<file path="config.mk">
export PLATFORM = sky130hd
export DESIGN_NAME = wb_gpio_poller
export DESIGN_NICKNAME = d
export VERILOG_FILES = /design/src/rtl/gpio_pkg.sv /design/src/rtl/wb_gpio_poller_poll_tick.sv /design/src/rtl/wb_gpio_poller.sv
export SDC_FILE = /design/constraint.sdc
export NUM_CORES = 1
export LEC_CHECK = 0
export ABC_AREA = 1
export CORE_UTILIZATION = 28
export DETAILED_ROUTE_END_ITERATION = 7
export GPL_TIMING_DRIVEN = 1
export MAX_ROUTING_LAYER = met4
export PLACE_DENSITY = 0.66
export SYNTH_ARGS = -nofsm -noshare
export SYNTH_HDL_FRONTEND = slang
export SYNTH_SLANG_ARGS = --single-unit
</file>
<file path="constraint.sdc">
create_clock -name clk -period 2.2 [get_ports clk]
set_input_delay 0.22 -clock clk [delete_from_list [all_inputs] [get_ports clk]]
set_output_delay 0.22 -clock clk [all_outputs]
set_load 0.05 [all_outputs]
</file>
<file path="src/rtl/gpio_pkg.sv">
// rtl/gpio_pkg.sv - GPIO register map, port widths and poller state encoding
package gpio_pkg;

   localparam logic [31:0] GPIO_IN_OFS  = 32'h0000_0000;
   localparam logic [31:0] GPIO_OUT_OFS = 32'h0000_0004;

   localparam int GPIO_IN_W  = 13;
   localparam int GPIO_OUT_W = 7;

   typedef enum logic [1:0] {
      ST_IDLE   = 2'd0,
      ST_BUS_RD = 2'd1,
      ST_BUS_WR = 2'd2,
      ST_EVT    = 2'd3
   } poll_state_t;

   // Output pattern zero-extended to a full bus word.
   function automatic logic [31:0] out_word(input logic [GPIO_OUT_W-1:0] pattern);
      return {{(32-GPIO_OUT_W){1'b0}}, pattern};
   endfunction

endpackage

</file>
<file path="src/rtl/wb_gpio_poller_poll_tick.sv">
// rtl/wb_gpio_poller_poll_tick.sv - reloading down-counter emitting a one-cycle tick every DIV clocks
module poll_tick #(
   parameter int DIV = 50000
) (
   input  logic clk,
   input  logic reset,
   output logic tick
);

   localparam int CW = $clog2(DIV);
   localparam logic [CW-1:0] RELOAD = CW'(DIV - 1);

   logic [CW-1:0] count;

   // Count down to zero, then reload; zero is the tick cycle.
   always_ff @(posedge clk or posedge reset) begin
      if (reset) begin
         count <= RELOAD;
      end else if (count == '0) begin
         count <= RELOAD;
      end else begin
         count <= count - 1'b1;
      end
   end

   assign tick = (count == '0);

endmodule

</file>
<file path="src/rtl/wb_gpio_poller.sv">
// rtl/wb_gpio_poller.sv - Wishbone initiator polling GPIO keys into change events and forwarding LED writes
module wb_gpio_poller
   import gpio_pkg::*;
#(
   parameter logic [31:0] BASE_ADR = 32'h0000_0000,
   parameter int          POLL_DIV = 50000,
   parameter int          TIMEOUT  = 255
) (
   input  logic                  clk,
   input  logic                  reset,
   output logic                  wb_cyc_o,
   output logic                  wb_stb_o,
   output logic                  wb_we_o,
   output logic [31:0]           wb_adr_o,
   output logic [3:0]            wb_sel_o,
   output logic [31:0]           wb_dat_o,
   input  logic [31:0]           wb_dat_i,
   input  logic                  wb_ack_i,
   input  logic                  led_valid,
   input  logic [GPIO_OUT_W-1:0] led_data,
   output logic                  led_ready,
   output logic                  evt_valid,
   output logic [GPIO_IN_W-1:0]  evt_state,
   output logic [GPIO_IN_W-1:0]  evt_changed,
   input  logic                  evt_ready,
   output logic                  timeout_err
);

   localparam int WAIT_W = $clog2(TIMEOUT + 1);
   localparam logic [WAIT_W-1:0] WAIT_LAST = WAIT_W'(TIMEOUT - 1);

   poll_state_t           state;
   poll_state_t           state_next;
   logic                  tick;
   logic                  poll_pending;
   logic                  poll_req;
   logic                  poll_take;
   logic                  led_take;
   logic                  timed_out;
   logic                  key_changed;
   logic [WAIT_W-1:0]     wait_cnt;
   logic [GPIO_OUT_W-1:0] led_q;
   logic [GPIO_IN_W-1:0]  prev_state;
   logic [GPIO_IN_W-1:0]  rd_key;
   logic [31-GPIO_IN_W:0] unused_dat;

   poll_tick #(.DIV(POLL_DIV)) u_tick (
      .clk   (clk),
      .reset (reset),
      .tick  (tick)
   );

   // A tick in the same cycle as the IDLE decision counts as a pending poll,
   // so a coincident LED command can never overtake it.
   assign poll_req    = poll_pending | tick;
   assign rd_key      = wb_dat_i[GPIO_IN_W-1:0];
   assign unused_dat  = wb_dat_i[31:GPIO_IN_W];
   assign key_changed = (rd_key != prev_state);
   assign led_ready   = (state == ST_IDLE) & ~poll_req & ~reset;
   assign evt_valid   = (state == ST_EVT);

   // Next-state decision; ack always wins over an expiring wait counter.
   always_comb begin
      state_next = state;
      poll_take  = 1'b0;
      led_take   = 1'b0;
      timed_out  = 1'b0;
      case (state)
         ST_IDLE: begin
            if (poll_req) begin
               poll_take  = 1'b1;
               state_next = ST_BUS_RD;
            end else if (led_valid) begin
               led_take   = 1'b1;
               state_next = ST_BUS_WR;
            end
         end
         ST_BUS_RD: begin
            if (wb_ack_i) begin
               state_next = key_changed ? ST_EVT : ST_IDLE;
            end else if (wait_cnt == WAIT_LAST) begin
               timed_out  = 1'b1;
               state_next = ST_IDLE;
            end
         end
         ST_BUS_WR: begin
            if (wb_ack_i) begin
               state_next = ST_IDLE;
            end else if (wait_cnt == WAIT_LAST) begin
               timed_out  = 1'b1;
               state_next = ST_IDLE;
            end
         end
         ST_EVT: begin
            if (evt_ready) begin
               state_next = ST_IDLE;
            end
         end
         default: state_next = ST_IDLE;
      endcase
   end

   // State register.
   always_ff @(posedge clk or posedge reset) begin
      if (reset) begin
         state <= ST_IDLE;
      end else begin
         state <= state_next;
      end
   end

   // At most one outstanding poll; taking it also absorbs a same-cycle tick.
   always_ff @(posedge clk or posedge reset) begin
      if (reset) begin
         poll_pending <= 1'b0;
      end else if (poll_take) begin
         poll_pending <= 1'b0;
      end else if (tick) begin
         poll_pending <= 1'b1;
      end
   end

   // Cycles spent waiting for ack in the current access.
   always_ff @(posedge clk or posedge reset) begin
      if (reset) begin
         wait_cnt <= '0;
      end else if ((state != ST_BUS_RD) && (state != ST_BUS_WR)) begin
         wait_cnt <= '0;
      end else if (!wb_ack_i) begin
         wait_cnt <= wait_cnt + 1'b1;
      end
   end

   // Hold the accepted LED pattern for the duration of the write.
   always_ff @(posedge clk or posedge reset) begin
      if (reset) begin
         led_q <= '0;
      end else if (led_take) begin
         led_q <= led_data;
      end
   end

   // Capture a changed key word into the event registers and the reference.
   always_ff @(posedge clk or posedge reset) begin
      if (reset) begin
         prev_state  <= '0;
         evt_state   <= '0;
         evt_changed <= '0;
      end else if ((state == ST_BUS_RD) && wb_ack_i && key_changed) begin
         prev_state  <= rd_key;
         evt_state   <= rd_key;
         evt_changed <= rd_key ^ prev_state;
      end
   end

   // Bus outputs registered from the next state, so they drop on the ack edge.
   always_ff @(posedge clk or posedge reset) begin
      if (reset) begin
         wb_cyc_o <= 1'b0;
         wb_stb_o <= 1'b0;
         wb_we_o  <= 1'b0;
         wb_adr_o <= '0;
         wb_sel_o <= '0;
         wb_dat_o <= '0;
      end else begin
         case (state_next)
            ST_BUS_RD: begin
               wb_cyc_o <= 1'b1;
               wb_stb_o <= 1'b1;
               wb_we_o  <= 1'b0;
               wb_adr_o <= BASE_ADR + GPIO_IN_OFS;
               wb_sel_o <= 4'hF;
               wb_dat_o <= '0;
            end
            ST_BUS_WR: begin
               wb_cyc_o <= 1'b1;
               wb_stb_o <= 1'b1;
               wb_we_o  <= 1'b1;
               wb_adr_o <= BASE_ADR + GPIO_OUT_OFS;
               wb_sel_o <= 4'hF;
               wb_dat_o <= out_word(led_take ? led_data : led_q);
            end
            default: begin
               wb_cyc_o <= 1'b0;
               wb_stb_o <= 1'b0;
               wb_we_o  <= 1'b0;
               wb_adr_o <= '0;
               wb_sel_o <= '0;
               wb_dat_o <= '0;
            end
         endcase
      end
   end

   // One-cycle pulse when an access is abandoned for lack of ack.
   always_ff @(posedge clk or posedge reset) begin
      if (reset) begin
         timeout_err <= 1'b0;
      end else begin
         timeout_err <= timed_out;
      end
   end

endmodule

</file>
* Word-level counts from Yosys, hierarchy flattened
Index checks and enable logic that the tools add are counted.
** Operators by class
- Eq/ne operators :: 10
- Bitwise gates (word level) :: 6
- Reduce and logical (&&, ||, !) cells :: 8
- Muxes and demuxes :: 27
- $add $sub $neg :: 2
** Operator list (number)
- $logic_not A16 Y1 :: 1
- $mux W16 :: 1
- $mux W8 :: 2
- $sub A16 B1 Y16 const B :: 1
- $mux W2 :: 7
- $mux W7 :: 2
- $ne A13 B13 Y1 :: 1
- $xor A13 B13 Y13 :: 1
- $mux W1 :: 12
- $add A8 B1 Y8 const B :: 1
- $eq A8 B8 Y1 const B :: 1
- $pmux W2 S4 :: 1
- $eq A2 B2 Y1 const B :: 3
- $eq A2 B1 Y1 const B :: 2
- $mux W4 :: 1
- $ne A2 B1 Y1 const B :: 2
- $reduce_or A2 Y1 :: 2
- $logic_and A1 B1 Y1 :: 3
- $mux W3 :: 1
- $and A1 B1 Y1 :: 2
- $logic_not A2 Y1 :: 1
- $ne A2 B2 Y1 const B :: 1
- $not A1 Y1 :: 2
- $reduce_bool A2 Y1 :: 1
- $or A1 B1 Y1 :: 1
** Word-level totals
- Output and inout bits :: 100
- Bits in registers :: 131
- Input port bits :: 44
- Logic and storage cells :: 66

* Logic depth before layout (Yosys ltp)
Gate-level depths: netlist of the first run.
- Depth in word-level cells :: 7
- Gate-level depth with buffers :: 12
- Gate-level depth less buffers :: 12

* Hierarchy
Synthesis of the first run repeated with hierarchy kept, for this count alone.
** Second synthesis, totals
- Cell total of the unflattened synthesis :: 508
- Area total of the unflattened synthesis :: 4063.9 µm²
** Modules (own cells, without submodules)
- wb_gpio_poller :: sequential area each 1351.3 µm², times used 1, area each 3026.7 µm², cells an instance 368
- poll_tick :: sequential area each 411.6 µm², times used 1, area each 1037.2 µm², cells an instance 140

* Worst setup path before layout of the first run
OpenSTA, ideal clock, no wires.
- Path kind :: reg2out
- Start :: register u_tick.count[0]
- End :: output led_ready
- Path slack :: -355 ps
- Cell stages (with the launch flop) :: 8
- Arrival time :: 2335 ps
- Required time :: 1980 ps
- Buffers on the path :: 0
- Cell sequence :: dfstp_2 inv_1 ha_1 nand2_1 nor2_4 nand3_4 nand2_1 nor3b_1
** On the way
- Longest elaborated chain between the ends :: 5
** Ends and longest elaborated chain
- start, declared :: RTL line wb_gpio_poller_poll_tick.sv:13 : logic [CW-1:0] count;
- start signal, assigned :: RTL line wb_gpio_poller_poll_tick.sv:22 : count <= count - 1'b1;
- $logic_not A16 Y1 :: RTL line wb_gpio_poller_poll_tick.sv:26 : assign tick = (count == '0);
- $or A1 B1 Y1 :: RTL line wb_gpio_poller.sv:55 : assign poll_req = poll_pending | tick;
- $not A1 Y1 :: RTL line wb_gpio_poller.sv:59 : assign led_ready = (state == ST_IDLE) & ~poll_req & ~reset;
- $and A1 B1 Y1 (2 in a row) :: RTL line wb_gpio_poller.sv:59
- end, declared :: RTL line wb_gpio_poller.sv:21 : output logic led_ready,
Every way passes these cells.

* Worst setup path in the final report of the first run
Ends and elaborated chain as after synthesis.

==> results of run 1 <==
-- metal layers --
layer	global-route usage	part of all wire	wire length (um)	vias to the layer above
met5	-	0	0	-
met4	0.0457	0.017	125	0
met3	0.0359	0.049	351	10
met2	0.193	0.51	3640	72
met1	0.122	0.43	3060	1308
li1	-	-	-	1431
-- synthesized netlist by cell type --
library cell  instances
a211oi_1              1
o21ai_1               6
buf_2                 3
o21ai_0              29
nor3_2                2
nor2_4                1
nand4_1               1
nor3_1                6
inv_2                 1
and3_1                1
conb_1                1
nand3_4               1
ha_1                  9
nand2_1             116
a21oi_1              17
a31oi_1               1
nand3_2               2
xnor2_1               7
nor2_2                4
nor2_1               30
dfrtp_1              61
dfstp_2               9
xor2_1                2
nand3_1              14
nand3b_1              1
nand4_4               1
buf_4                65
o22ai_1               1
o31ai_1               1
nor3b_1               1
inv_1                53
-- cell families (layout without fill, tap and decap cells) --
family,Yosys count,count (layout)
AOI/OAI and AO/OA,56,56
xor gates and xnor gates,9,9
adders and majority gates,9,9
buffers and inverters,122,144
DFF,70,70
other,1,56
and+or+nand+nor,181,181
-- sequential cells by signal, indices dropped and copies added (netlist names) --
signal	flops
wb_dat_o	7
poll_pending	1
state	2
led_q	7
prev_state	13
timeout_err	1
u_tick.count	16
wait_cnt	8
evt_changed	13
wb_adr_o	1
wb_sel_o	1
-- stage by stage --
stage	hold slack, ns	total power (uW)	instances	utilization	setup WS (ns)
2_1_floorplan	0.348	4510	503	-	0.127
3_3_place_gp	0.436	5370	681	0.345	0.0644
3_5_place_dp	0.441	5450	681	0.345	0.0128
4_1_cts	0.187	6970	697	0.369	0.00435
5_1_grt	0.241	7310	697	0.371	0.0128
6_report	0.217	6910	697	0.371	0.131
-- critical path, stage by stage (launching register included) --
cell       delay, ns
dfstp_2         0.53
inv_1           0.05
ha_2            0.19
nand2_2         0.09
nor2_4          0.06
nand3_4         0.07
nand2_2         0.08
nor3b_4         0.24
clkbuf_16       0.20
-- worst min-delay path by stage --
stage | from | end | depth (start not counted)
CTS | reset | state[1] | 2
global placement | u_tick.count[0] | u_tick.count[0] | 1
floorplan | led_data[0] | led_q[0] | 2
detailed placement | u_tick.count[0] | u_tick.count[0] | 1
finish | reset | state[1] | 2
global route | reset | state[1] | 2
-- report_power, final --
group          internal [uW]  switching (uW)
Combinational           1070            2400
Sequential              1690             265
Clock                    893             597
Total                   3650            3260
-- area by class of cell --
type	instances	area share
clock inverter	7	0.0166
clock buffer	9	0.0474
timing repair buffer	74	0.162
multi-input combinational	311	0.316
inverter	54	0.0426
sequential	70	0.371
tap	172	0.0453
-- timing repair --
item                                    CTS  global route
hold buffers                              0             0
endpoints found under the setup margin    0             9
gates resized for setup                   0             8
==> metrics, run 1 <==
status complete, no violations; Reg area 1760 um2; Crit Reg-Reg Startpoint u_tick.count[0]; Setup CP Type register to output port; first-pass GRT wire length 12200 um; largest family of logic cells by synthesized area simple AND/OR/NAND/NOR gates; Die Area 13800 um2; fill cell count 1314; mux cell area share after synthesis 0; dpl cell area 4430 um2; Worst Tran Pin Value 0.550 ns; First DRT Iteration DRCs 111; crit path capture type output port; pwr dens 1450 nW/um2; Mapped Area 3740 um2; synthesized area per cell 8.35 um2; diodes inserted 0; CP Launch Point u_tick.count[0]; CTS tree built; most frequent cells in the layout nand2_1 (114), clkdlybuf4s50_1 (66), dfrtp_1 (61); Slew Limit Fails 0; Post-Syn Instances 448; # nets final 573; CP required 1.98 ns; P&R area growth vs syn 27.1%; Synth Register Bits 70; DRT Pass-1 Iters 4; clock-pin slew on the worst setup and hold paths 0.06 ns; Chip Height 118 um; core footprint 12800 um2; crit path capture led_ready; number of global-route vias before repair 2728; XOR/XNOR Fraction of Synth Area 0.0211; Initial Util 0.292; area leader, netlist dfrtp_1; Min-Delay Path Class input pin to async pin; area share of the largest cell type after synthesis 0.408; clock buffer count from CTS 9; CP max FO 3; Final period util 0.940; worst r2r dst wb_dat_o[0]; Post-DP HPWL 5390 um; layout cells sized above 1 0.0952; Post-CTS Setup Bufs 0; Crit path arrival time 1.85 ns; port bufs 68; Fin Clk Skew 0.00899 ns; Worst R2R Path Depth 12; Fin. Hold Viols 0; H-tree Lvls 3; worst vdd ir 0.577 mV; setup slack, reg-to-reg 0.25 ns; GP Congestion 0.784; max_slew headroom 0.632; yosys warns 0; Finished Cell Area 4760 um2; aggregate global-route resource usage 0.113; Max Clock Freq 483 MHz; DR WL/cell 10.3 um; simple-gate area share of the yosys netlist 0.211; Distinct cells, synth 31; max-cap violations 0; area of the multi-input gates 1500 um2; Pleak 0.00236 uW; initial antenna violation count 0; Critical Path Start Type register; gr ovfl total 0; row count 41; fin crit period 2.07 ns; Via Count 2821; clk root buf clkbuf_16; clock network latency to the later pin of the worst-skew pair 0.34 ns; TNS Setup 0 ns; CTS sink cnt 70; io pins 144; clock tree buffer depth 2; Synth Area in Adders 0.0301; largest net degree at the start of global routing 53; Die W 118 um; Avg Vias per Cell 4.05; commonest non-fill, non-tap cell in the layout nand2_1; synth top area cells dfrtp_1 (41%), buf_4 (13%), nand2_1 (12%), dfstp_2 (6.3%), inv_1 (5.3%); post-route ant nets 0; post-synthesis sequential area ratio 0.471; Synth Area in Compound Gates 0.0769; DRC violations left 0; RSZ-0062 raised after global routing false; final WL 7180 um; setup violators final 0
(Power assumes the default switching activity.)
==> run 2: changes to the inputs <==
--- a/config.mk
+++ b/config.mk
@@ -10,7 +10,7 @@
 export DETAILED_ROUTE_END_ITERATION = 7
 export GPL_TIMING_DRIVEN = 1
 export MAX_ROUTING_LAYER = met4
-export PLACE_DENSITY = 0.66
+export PLACE_DENSITY = 0.59
 export SYNTH_ARGS = -nofsm -noshare
 export SYNTH_HDL_FRONTEND = slang
 export SYNTH_SLANG_ARGS = --single-unit
==> run 2 against run 1 <==
Critical path depth fell by 6. Sequential power about the same. Global-route usage grew 0.053 points. Worst hold slack improved by 0.11 ns. Power up 1.3%. First-iteration DRC count increased by 26%. Routed wire length is 3.3% higher. Final area up 0.34%. Sequential cell count unchanged. Critical path type unchanged. Largest cell class unchanged. Largest power group unchanged. Highest routed layer unchanged.
==> metrics, run 2 (synthesized netlist as in run 1, its figures left out) <==
first-pass GRT wire length 12300 um; Post-DP HPWL 5510 um; fill cell count 1336; clock tree buffer depth 2; RSZ-0062 raised after global routing false; final worst setup slack 0.129 ns; diodes inserted 0; Slew Limit Fails 0; Die Area 13800 um2; largest net degree at the start of global routing 53; Min-Delay Path Class input pin to async pin; core footprint 12800 um2; post-route ant nets 0; commonest non-fill, non-tap cell in the layout nand2_1; Initial Util 0.292; pwr dens 1470 nW/um2; max reg flops 16; Final period util 0.942; max_slew headroom 0.638; initial antenna violation count 0; worst r2r dst wb_dat_o[6]; clock network latency to the later pin of the worst-skew pair 0.33 ns; Max Clock Freq 483 MHz; biggest regs u_tick.count: 16 flops, evt_changed: 13 flops, prev_state: 13 flops; clk root buf clkbuf_16; Fin. Hold Viols 0; Pleak 0.00235 uW; layout cells sized above 1 0.0933; Via Count 2802; most frequent cells in the layout nand2_1 (114), clkdlybuf4s50_1 (67), dfrtp_1 (61); fin cells 697; Worst Tran Pin Value 0.541 ns; setup slack, reg-to-reg 0.27 ns; TNS Setup 0 ns; Setup CP Type register to output port; io pins 144; CP required 1.98 ns; First DRT Iteration DRCs 140; final WL 7410 um; worst vdd ir 0.609 mV; Worst R2R Path Depth 12; hold_buf cts 0; total design power 7000 uW; DR WL/cell 10.6 um; clock buffer count from CTS 9; max-cap violations 0; Chip Height 118 um; H-tree Lvls 3; aggregate global-route resource usage 0.114; Die W 118 um; Place WS 0.0400 ns; Crit Reg-Reg Startpoint u_tick.count[0]; Post-Route Utilization 0.372; Inst Count DP 680; CP max FO 7; gr ovfl total 0; Fin Clk Skew 0.00404 ns; row count 41; DRT Pass-1 Iters 4; P&R area growth vs syn 27.5%; CTS sink cnt 70; Critical Path Start Type register; number of global-route vias before repair 2709; port bufs 68; clock-pin slew on the worst setup and hold paths 0.06 ns; status complete, no violations; setup violators final 0; GP Congestion 0.784; # nets final 573; fin crit period 2.07 ns; most flop-heavy register u_tick.count; Crit path arrival time 1.85 ns; DRC violations left 0; CTS tree built; crit path capture type output port; Avg Vias per Cell 4.02
==> run 2: report_power, final <==
group,total [uW],leakage [uW],switching [uW],internal [uW]
combinational,3440,0.00131,2380,1050
clock,1590,0.000159,563,1030
sequential,1970,0.000879,272,1700
==> run 2: through the flow <==
stage	hold WS, ns	area [um2]
3_5_place_dp	0.439	4420
3_3_place_gp	0.437	4420
5_1_grt	0.348	4770
4_1_cts	0.326	4750
2_1_floorplan	0.348	3950
6_report	0.326	4770
==> run 2: final cells by class <==
| cell class | count | area, um2 | area share |
|---|---|---|---|
| flip-flops and latches | 70 | 1760 | 0.369 |
| multi-input cells | 311 | 1490 | 0.313 |
| repair buffers | 74 | 766 | 0.160 |
| clock buffers | 10 | 239 | 0.0501 |
| well taps | 172 | 215 | 0.0451 |
| inverters | 54 | 203 | 0.0425 |
| clock inverters | 6 | 93.8 | 0.0197 |
==> run 2: worst max-delay path, stage by stage (launching register included) <==
cell	delay [ns]
dfrtp_1	0.47
ha_1	0.23
clkdlybuf4s50_1	0.82
==> run 2: repair_timing <==
item	in CTS	in global routing
gates resized for setup	1	4
hold endpoints to repair	0	0
setup endpoints to repair	1	8
pin swaps	1	2
buffers inserted	0	1
==> run 2: metal layers <==
layer / wire, um / track usage / vias to the layer above
met2: 3680 / 0.186 / 85
li1: - / - / 1424
met4: 121 / 0.0497 / 0
met5: 0 / - / -
met1: 3210 / 0.127 / 1280
met3: 403 / 0.0378 / 13
==> run 2: how the worst max path moves through the flow <==
stage	from	to	slack, ns	cells after the start
floorplan	u_tick.count[0]	led_ready	0.13	7
global placement	wb_dat_i[2]	wb_dat_o[6]	0.08	10
detailed placement	wb_dat_i[7]	wb_dat_o[6]	0.04	10
CTS	u_tick.count[0]	led_ready	0.007	8
global route	u_tick.count[0]	led_ready	0.02	8
finish	state[1]	evt_valid	0.13	2
